==> src/rtl/uart_rx_param.sv <==
// Oversampling UART receiver with configurable word length, parity and stop bits.
// Bits are sampled mid-bit by counting sample_tick pulses from the detected start edge.
module uart_rx_param #(
  parameter int DATA_BITS  = 8,
  parameter int OVERSAMPLE = 16,
  parameter int PARITY_EN  = 1,
  parameter int PARITY_ODD = 0,
  parameter int STOP_BITS  = 1
) (
  input  logic                 clk,
  input  logic                 reset,
  input  logic                 sample_tick,
  input  logic                 RXD,
  output logic [DATA_BITS-1:0] rx_data,
  output logic                 rx_valid,
  output logic                 parity_error,
  output logic                 stop_error,
  output logic                 busy
);

  localparam int CNT_W = $clog2(OVERSAMPLE);
  localparam int IDX_W = $clog2(DATA_BITS);
  localparam logic [CNT_W-1:0] HALF_CNT = CNT_W'(OVERSAMPLE / 2 - 1);
  localparam logic [CNT_W-1:0] FULL_CNT = CNT_W'(OVERSAMPLE - 1);
  localparam logic [IDX_W-1:0] LAST_IDX = IDX_W'(DATA_BITS - 1);
  localparam logic             LAST_STOP = 1'(STOP_BITS - 1);
  localparam logic             ODD_SEL   = (PARITY_ODD != 0);

  typedef enum logic [2:0] {IDLE, START, DATA, PARITY, STOP} state_t;

  state_t               r_state, w_state_next;
  logic                 r_rxd_meta, r_rxd_sync;
  logic [CNT_W-1:0]     r_cnt, w_cnt_next;
  logic [IDX_W-1:0]     r_idx, w_idx_next;
  logic [DATA_BITS-1:0] r_shift, w_shift_next;
  logic [DATA_BITS-1:0] r_data, w_data_next;
  logic                 r_stop_idx, w_stop_idx_next;
  logic                 r_par_pend, w_par_pend_next;
  logic                 r_stop_pend, w_stop_pend_next;
  logic                 r_valid, w_valid_next;
  logic                 r_par_err, w_par_err_next;
  logic                 r_stop_err, w_stop_err_next;

  always_ff @(posedge clk or posedge reset) begin
    if (reset) begin
      r_rxd_meta  <= 1'b1;
      r_rxd_sync  <= 1'b1;
      r_state     <= IDLE;
      r_cnt       <= '0;
      r_idx       <= '0;
      r_shift     <= '0;
      r_data      <= '0;
      r_stop_idx  <= 1'b0;
      r_par_pend  <= 1'b0;
      r_stop_pend <= 1'b0;
      r_valid     <= 1'b0;
      r_par_err   <= 1'b0;
      r_stop_err  <= 1'b0;
    end else begin
      r_rxd_meta  <= RXD;
      r_rxd_sync  <= r_rxd_meta;
      r_state     <= w_state_next;
      r_cnt       <= w_cnt_next;
      r_idx       <= w_idx_next;
      r_shift     <= w_shift_next;
      r_data      <= w_data_next;
      r_stop_idx  <= w_stop_idx_next;
      r_par_pend  <= w_par_pend_next;
      r_stop_pend <= w_stop_pend_next;
      r_valid     <= w_valid_next;
      r_par_err   <= w_par_err_next;
      r_stop_err  <= w_stop_err_next;
    end
  end

  always_comb begin
    w_state_next     = r_state;
    w_cnt_next       = r_cnt;
    w_idx_next       = r_idx;
    w_shift_next     = r_shift;
    w_data_next      = r_data;
    w_stop_idx_next  = r_stop_idx;
    w_par_pend_next  = r_par_pend;
    w_stop_pend_next = r_stop_pend;
    w_valid_next     = 1'b0;
    w_par_err_next   = r_par_err;
    w_stop_err_next  = r_stop_err;

    if (sample_tick) begin
      case (r_state)
        IDLE: begin
          if (!r_rxd_sync) begin
            w_state_next     = START;
            w_cnt_next       = '0;
            w_idx_next       = '0;
            w_stop_idx_next  = 1'b0;
            w_par_pend_next  = 1'b0;
            w_stop_pend_next = 1'b0;
          end
        end
        // Line must still be low at mid start bit, otherwise treat as a glitch.
        START: begin
          if (r_cnt == HALF_CNT) begin
            w_cnt_next   = '0;
            w_state_next = r_rxd_sync ? IDLE : DATA;
          end else begin
            w_cnt_next = r_cnt + CNT_W'(1);
          end
        end
        DATA: begin
          if (r_cnt == FULL_CNT) begin
            w_cnt_next          = '0;
            w_shift_next[r_idx] = r_rxd_sync;
            w_idx_next          = r_idx + IDX_W'(1);
            if (r_idx == LAST_IDX) begin
              w_state_next = (PARITY_EN != 0) ? PARITY : STOP;
            end
          end else begin
            w_cnt_next = r_cnt + CNT_W'(1);
          end
        end
        PARITY: begin
          if (r_cnt == FULL_CNT) begin
            w_cnt_next      = '0;
            w_par_pend_next = r_rxd_sync ^ (^r_shift) ^ ODD_SEL;
            w_state_next    = STOP;
          end else begin
            w_cnt_next = r_cnt + CNT_W'(1);
          end
        end
        // Leaving at mid stop bit lets an immediately following start bit be caught.
        STOP: begin
          if (r_cnt == FULL_CNT) begin
            w_cnt_next = '0;
            if (r_stop_idx == LAST_STOP) begin
              w_data_next     = r_shift;
              w_par_err_next  = r_par_pend;
              w_stop_err_next = r_stop_pend | ~r_rxd_sync;
              w_valid_next    = 1'b1;
              w_state_next    = IDLE;
            end else begin
              w_stop_pend_next = r_stop_pend | ~r_rxd_sync;
              w_stop_idx_next  = r_stop_idx + 1'b1;
            end
          end else begin
            w_cnt_next = r_cnt + CNT_W'(1);
          end
        end
        default: w_state_next = IDLE;
      endcase
    end
  end

  assign rx_data      = r_data;
  assign rx_valid     = r_valid;
  assign parity_error = r_par_err;
  assign stop_error   = r_stop_err;
  assign busy         = (r_state != IDLE);

endmodule

==> config.mk <==
export PLATFORM = sky130hd
export DESIGN_NAME = uart_rx_param
export DESIGN_NICKNAME = d
export VERILOG_FILES = /design/src/rtl/uart_rx_param.sv
export SDC_FILE = /design/constraint.sdc
export NUM_CORES = 1
export LEC_CHECK = 0
export CAP_MARGIN = 5
export CORE_MARGIN = 2
export CORE_UTILIZATION = 30
export CTS_BUF_LIST = sky130_fd_sc_hd__clkbuf_4 sky130_fd_sc_hd__clkbuf_8 sky130_fd_sc_hd__clkbuf_16
export CTS_CLUSTER_SIZE = 40
export DETAILED_ROUTE_END_ITERATION = 16
export DONT_BUFFER_PORTS = 1
export PLACE_DENSITY = 0.41
export SYNTH_ARGS = -nofsm -noshare
export SYNTH_HDL_FRONTEND = slang
export SYNTH_SLANG_ARGS = --single-unit
==> constraint.sdc <==
create_clock -name clk -period 3.8 [get_ports clk]
set_input_delay 0.76 -clock clk [delete_from_list [all_inputs] [get_ports clk]]
set_output_delay 0.76 -clock clk [all_outputs]
set_load 0.01 [all_outputs]
Word-level counts from Yosys, hierarchy flattened
Index checks and enable logic that the tools add are counted.
{"block": "totals", "ff_bits": 34, "output_inout_bits": 12}
{"block": "op_classes", "addsub": 3, "order_cmp": 2, "n_eq_ne": 15, "n_mux": 32, "bitwise_logic": 4, "n_reduce_logical": 17}
{"cell": "3-bit two-way mux", "n": 9}
{"cell": "2-bit != test (second input constant)", "n": 8}
{"cell": "4-bit AND reduction", "n": 4}
{"cell": "3-bit case mux with 5 select lines", "n": 1}
{"cell": "4-bit two-way mux", "n": 3}
{"cell": "4-bit case mux with 3 select lines", "n": 1}
{"cell": "1-bit two-way mux", "n": 11}
{"cell": "8-bit bitwise mux", "n": 1}
{"cell": "8-bit AND reduction", "n": 1}
{"cell": "8-bit parity", "n": 1}
{"cell": "3-bit by 2-bit == test with 1-bit output (second input constant)", "n": 2}
{"cell": "3-bit == test (second input constant)", "n": 2}
{"cell": "1-bit case mux with 2 select lines", "n": 3}
{"cell": "3-bit case mux with 2 select lines", "n": 1}
{"cell": "3-bit AND reduction", "n": 2}
{"cell": "2-bit nonzero test", "n": 3}
{"cell": "3-bit nonzero test", "n": 2}
{"cell": "5-bit AND reduction", "n": 1}
{"cell": "4-bit by 1-bit adder with 4-bit output (second input constant)", "n": 1}
{"cell": "4-bit by 3-bit == test with 1-bit output (second input constant)", "n": 1}
{"cell": "4-bit == test (second input constant)", "n": 1}
{"cell": "3-bit by 4-bit < comparator with 1-bit output (second input constant)", "n": 1}
{"cell": "3-bit by 1-bit adder with 3-bit output (second input constant)", "n": 1}
{"cell": "1-bit demux with 3-bit select", "n": 1}
{"cell": "other kinds (10)", "n": 11}

Depth between registers and ports, before layout
Gate-level depths: netlist of run 1.
{"block": "depth", "depth_word": 5, "mapped_depth": 6, "ltp_nobuf": 5}

Worst setup path before layout of run 1
Ideal clock, no wire load.
{"block": "synth_timing", "kind": "input port to flip-flop", "from": "input port sample_tick", "to": "register r_shift[6]", "arrival_ns": 1.786, "path_slack_ns": 1.889, "path_stages": 4, "n_path_buf": 0, "cell_sequence": "or3b_4 nor3_4 nand3_2 mux2_4"}
{"block": "synth_via", "elab_chain_cells": 1}
{"element": "start, declared", "line": "12", "rtl": "input logic sample_tick,"}
{"element": "3-bit AND reduction (no line)"}
{"element": "end signal, assigned", "line": "65", "rtl": "r_shift <= w_shift_next;"}
{"element": "end, declared", "line": "35", "rtl": "logic [DATA_BITS-1:0] r_shift, w_shift_next;"}
Every way passes these cells.
A chain may end at the register's enable or synchronous reset.

Worst setup path after layout of run 1
{"block": "layout_timing", "from": "register r_state[2]", "to": "output port busy"}
{"block": "layout_via", "elab_chain_cells": 1}
{"element": "start, declared", "line": "31", "rtl": "state_t r_state, w_state_next;"}
{"element": "start signal, assigned", "line": "62", "rtl": "r_state <= w_state_next;"}
{"element": "3-bit nonzero test", "line": "158", "rtl": "assign busy = (r_state != IDLE);"}
{"element": "end, declared", "line": "18", "rtl": "output logic busy"}
Every way passes these cells.

==> metrics, run 1 <==
status=completed; Synth Net Count=153; achievable frequency=around 480 MHz; Pins Over Slew Limit=0; CP Max Fanout=13; Reg-to-Reg End=rx_data[3]; DIE WIDTH=between 70 and 80 um; clock power share=30.9%; leading area contributor after synthesis=dfrtp_1; crit path cell chain=or3_1; Hold Crit Class=register to register; crit path max-delay cell type=or3_1; syn avg cell area=11.3 sq um; Critical Path Start Type=register; worst skew pair latency=0.28 ns; DR WL/cell=~14 um; Antenna Cells=0; Vias/cell=just under 5; dpl hpwl=approximately 2.2 mm; count leader, synth=dfrtp_1; post-layout util=a little over a third; final instance area=about 1800 sq um; layout cells sized above 1=23.0%; Starting Density=a little under a third; Setup crit end=busy; CP Depth=1; max_cap viols=0; overall global routing resource usage=roughly 12%; drt total wl=~3.1 mm; RSZ-0062 raised after global routing=no; Switching Share=between 30% and 40%; via count=~1,100; hold buffer count at cts=0; vias in the first global route=about 1,100; Logic pwr share=a little under a quarter; reg-to-reg setup timing slack=around 1.8 ns; Register Area=828 sq um; period utilization=54.8%; worst path buffer plus inverter count=0; io pins=16; Reg2Reg Depth=4; root buffer cell=clkbuf_8; area of the multi-input gates=between 700 and 800 sq um; switching power=0.000348 W; Post-Syn Area=around 1600 sq um; P_int=~0.00076 W; cell leakage power=0.878 nW; CP Capture Type=primary output; pin count of the biggest net entering global routing=25; Inserted Clock Buffers=5; largest cells by area after synthesis=dfrtp_1 (47%), mux2_2 (8.9%), mux2_4 (3.7%); synth-to-layout area growth=11.2%; area post-placement=1710 sq um; Final Hold Vio Count=0; residual DRC count=0; core area=5200 sq um; Main synth FF type=dfrtp_1; antenna-violating nets left=0; IO buf count=0; Seq cells post-synth=33; H-tree levels=2; Post-CTS Repair Setup Buffers=0; antenna violations before repair=0; post-synthesis cell type count=38; post-route setup TNS=0 ns; clock slew at the register clock pins of the worst setup and hold paths=0.07 ns; clk_skew=between 0.004 and 0.005 ns; grt total ovfl=0; Slew Limit Headroom=between 30% and 40%; post_cts resized=0; RR Startpoint=r_cnt[0]; Die ar.=approximately 6000 sq um; nets=~150; DRT Pass-1 Iters=4; clock tree sinks=33; setup violators final=0; TritonCTS clock tree=done; actual slew at the worst max-slew pin=between 0.9 and 1 ns; clk buf depth=2; Fillers=540; arrival time worst endpoint=~1.3 ns; FFs w/ async S/R, synth=100%; CP startpoint=r_state[2]; initial DRC count=53; Synth top area share=47.1%; Post-synth EDFFs=0; synth cell count leaders=dfrtp_1 (31), nand2_1 (14), mux2_2 (13); gate count of the mapped netlist=146; first-pass GRT wire length=5.60 mm; Seq/Total Area, Yosys=50.3%; maximum vdd ir drop=around 0.25 mV; fin crit period=roughly 2.1 ns; Rows=26; Routability Congestion=~0.8; pre-CTS setup slack=1.73 ns; pwr dens=607 nW/um^2; YS warnings=0; critical path class=register to primary output; CP delay by family, top=simple AND/OR/NAND/NOR gates; Die H=approximately 80 um; delay of the slowest critical-path stage=around 0.54 ns; setup slack after layout=1.72 ns; Overall Power=between 0.001 and 0.0015 W; Seq pwr share=around 46%; Worst EP required=3.04 ns; worst hold path cell count=0; min-delay src=r_rxd_meta
-- layout make-up --
class | count | share of cell area, %
Clock buffer | 7 | 4.92
Multi-Input combinational cell | 103 | 42.3
Tap cell | 70 | 4.79
Inverter | 3 | 0.616
Clock inverter | 1 | 1.64
Sequential cell | 33 | 45.3
Timing Repair Buffer | 1 | 0.410
-- cell usage in the layout, fill, tap and decap left out, drive strengths merged, types with 2 or more instances in the layout --
cell / instances
mux2: 17
or2: 2
dfstp: 2
nand2: 14
a21oi: 4
nor2: 7
nor2b: 4
inv: 3
xnor2: 4
o21ai: 11
and3: 2
a22o: 3
xor2: 3
nand3: 8
clkbuf: 7
a21o: 2
nand4: 3
o22ai: 2
dfrtp: 31
ha: 3
-- worst min path at each step --
stage	to	slack [ns]
final	r_rxd_sync	0.36
after global routing	r_rxd_sync	0.37
after global placement	r_rxd_sync	0.35
after detailed placement	r_rxd_sync	0.35
after floorplan	r_rxd_sync	0.35
after CTS	r_rxd_sync	0.36
-- per-layer routing --
metal	GRT usage [%]	wire length (um)	vias to the layer above
li1	-	-	529
met1	17.0	1610	517
met2	16.2	1310	23
met3	4.48	150	4
met4	5.44	54	0
met5	0	0	-
-- power by group through the flow --
stage	Clock, W	Sequential (W)	Combinational [W]
after CTS	0.000363	0.000508	0.000262
after floorplan	0	0.000467	0.000251
after global placement	0	0.000514	0.000260
after global routing	0.000377	0.000526	0.000299
after detailed placement	0	0.000513	0.000259
final	0.000344	0.000509	0.000258
-- sequential cells by signal, indices dropped and copies added (netlist names) --
signal	count
r_cnt	4
stop_error	1
r_state	3
r_par_pend	1
r_stop_pend	1
rx_valid	1
rx_data	8
parity_error	1
r_shift	8
r_idx	3
r_rxd_sync	1
r_rxd_meta	1
-- cells by family after synthesis --
group	synth area share (%)
compound gates	11.0
xor+xnor	5.10
fa+ha+maj	2.28
buf+inv	2.59
flops	50.3
mux	12.5
simple gates	16.1
-- stage by stage --
| step | cells | hold slack (ns) |
|---|---|---|
| 5_1_grt | 218 | 0.367 |
| 3_5_place_dp | 210 | 0.352 |
| 6_report | 218 | 0.361 |
| 4_1_cts | 218 | 0.363 |
| 3_3_place_gp | 210 | 0.351 |
| 2_1_floorplan | 146 | 0.345 |
(Power assumes the default switching activity.)
==> run 2: changes to the inputs <==
Settings changed: PLACE_DENSITY 0.41 to 0.42.
Clock period 3.8 ns to 1.8 ns, I/O delays scaled along.
==> run 2 against run 1 <==
Sequential power increased by 110%. Clock skew increased by 0.0025 ns. Utilization increased by 1.9 points. Sequential share of layout area decreased by 2.3 points. First-iteration DRC count increased by 70%. Critical path depth increased by 1. Hold slack got worse by 0.29 ns. Flip-flop and latch count unchanged. Highest routed layer unchanged. Power increased by 110%. Critical path type unchanged. Via count increased by 7.7%.
==> metrics, run 2 (same netlist as run 1, synthesis figures left out) <==
status=completed (unchanged); io pins=16 (unchanged); drt total wl=3.48 mm (was 3.13 mm); clk_skew=0.00693 ns (was 0.00445 ns); DR WL/cell=15.1 um (was 14.3 um); final hold slack=0.0699 ns (was 0.361 ns); most frequent cells in the layout=dfrtp_1 (31), nand2_1 (14), mux2_2 (13), o21ai_0 (11), buf_4 (10) (was dfrtp_1 (31), nand2_1 (14), mux2_2 (13), o21ai_0 (11), nand3_1 (7)); core area=5200 sq um (unchanged); clk buf depth=2 (unchanged); Reg2Reg Depth=5 (was 4); RSZ-0062 raised after global routing=no (unchanged); reg-to-reg setup timing slack=0.10 ns (was 1.78 ns); Routability Congestion=0.796 (was 0.807); Worst EP required=1.44 ns (was 3.04 ns); Rows=26 (unchanged); cell leakage power=0.929 nW (was 0.878 nW); antenna-violating nets left=0 (unchanged); post-layout util=37.0% (was 35.1%); residual DRC count=0 (unchanged); achievable frequency=between 500 and 600 MHz; H-tree levels=2 (unchanged); fin crit period=around 1.7 ns; Antenna Cells=0 (unchanged); P_int=0.00149 W (was 0.000763 W); worst skew pair latency=0.29 ns (was 0.28 ns); Die ar.=6090 sq um (unchanged); Critical Path Start Type=register (unchanged); final instance area=1930 sq um (was 1830 sq um); Logic pwr share=30.4% (was 23.3%); Setup crit end=busy (unchanged); clock slew at the register clock pins of the worst setup and hold paths=0.07 ns (about the same); IO buf count=0 (unchanged); CP Max Fanout=6 (was 13); overall global routing resource usage=12.5% (was 12.0%); CP startpoint=r_state[2] (unchanged); initial DRC count=90 (was 53); CP Capture Type=primary output (unchanged); synth-to-layout area growth=17.0% (was 11.2%); TritonCTS clock tree=done (unchanged); critical path class=register to primary output (unchanged); max_cap viols=0 (unchanged); arrival time worst endpoint=1.38 ns (was 1.32 ns); DIE WIDTH=78.1 um (unchanged); antenna violations before repair=0 (unchanged); Final Hold Vio Count=0 (unchanged); vias in the first global route=1,170 (was 1,056); actual slew at the worst max-slew pin=0.441 ns (was 0.906 ns); post-route setup TNS=0 ns (unchanged); setup slack after layout=0.0646 ns (was 1.72 ns); root buffer cell=clkbuf_8 (unchanged); layout cells sized above 1=28.7% (was 23.0%); pin count of the biggest net entering global routing=27 (was 25); switching power=0.000801 W (was 0.000348 W); grt total ovfl=0 (unchanged); Hold Crit Class=input pin to register (was register to register); Slew Limit Headroom=70.3% (was 39.6%); period utilization=a little over nine tenths; Starting Density=31.6% (unchanged); via count=1,156 (was 1,073); commonest non-fill, non-tap cell in the layout=dfrtp_1 (unchanged); Switching Share=34.9% (was 31.3%); min-delay src=RXD (was r_rxd_meta); pre-CTS setup slack=0.0972 ns (was 1.73 ns); dpl hpwl=2.50 mm (was 2.19 mm); Reg-to-Reg End=r_shift[2] (was rx_data[3]); clock tree sinks=33 (unchanged); Vias/cell=5.03 (was 4.92); Inserted Clock Buffers=5 (unchanged); Seq pwr share=45.6% (was 45.8%); setup violators final=0 (unchanged); Die H=78.1 um (unchanged); nets=166 (was 154); maximum vdd ir drop=0.371 mV (was 0.250 mV); pwr dens=1190 nW/um^2 (was 607 nW/um^2); RR Startpoint=r_cnt[0] (unchanged); Pins Over Slew Limit=0 (unchanged); clock power share=24.0% (was 30.9%); first-pass GRT wire length=5.87 mm (was 5.60 mm); DRT Pass-1 Iters=4 (unchanged); area post-placement=1810 sq um (was 1710 sq um)
==> run 2: cell types whose count changed in the layout (fill, tap and decap cells not counted) <==
| cell | delta |
|---|---|
| clkinv_2 | +2 |
| buf_12 | +2 |
| clkbuf_4 | -1 |
| dlygate4sd3_1 | +1 |
| bufinv_16 | -1 |
| ha_4 | +1 |
| buf_4 | +9 |
| ha_1 | -1 |
| clkbuf_8 | -1 |
| clkinvlp_4 | +1 |
==> run 2: timing repair <==
| action | in CTS | in global routing |
|---|---|---|
| hold buffers | 1 | 0 |
| setup endpoints to repair | 0 | 4 |
| hold endpoints to repair | 5 | 0 |
| resized for setup | 0 | 2 |
| buffers inserted | 0 | 1 |
==> run 2: worst max-delay path, cell delays in order (launching register included) <==
cell     delay [ns]
dfrtp_1        0.42
buf_4          0.18
or3_1          0.49
==> run 2: metal layers <==
metal  global-route usage [%]  up-vias  wire length [um]
li1                         -      550                 -
met1                     16.7      570              1690
met2                     18.3       29              1570
met3                     4.60        7               174
met4                     5.26        0                49
met5                        0        -                 0
==> run 2: power groups by stage <==
stage	Clock (W)	Combinational, W	Sequential, W
finish	0.000551	0.000696	0.00105
global route	0.000610	0.000788	0.00107
CTS	0.000580	0.000680	0.00103
detailed placement	0	0.000675	0.00105
global placement	0	0.000662	0.00104
floorplan	0	0.000529	0.000986
==> run 2: cell type report <==
class                           count  area (sq um)
Fill cell                         514          3280
Multi-Input combinational cell    103           787
Timing Repair Buffer               13           125
Clock inverter                      3          17.5
Tap cell                           70          87.6
Sequential cell                    33           828
Inverter                            3          11.3
Clock buffer                        5          68.8
==> run 2: per-stage QoR <==
stage               instances  total power, W
floorplan                 146         0.00151
global placement          220         0.00171
detailed placement        220         0.00172
CTS                       229         0.00229
global route              230         0.00247
finish                    230         0.00229
==> run 2: how the worst min path moves through the flow <==
stage,to,depth (start not counted),slack [ns]
finish,r_rxd_meta,0,0.07
global route,r_rxd_meta,0,0.05
CTS,r_rxd_meta,0,0.06
detailed placement,r_cnt[1],1,0.25
global placement,r_cnt[1],1,0.25
floorplan,r_rxd_sync,0,0.35
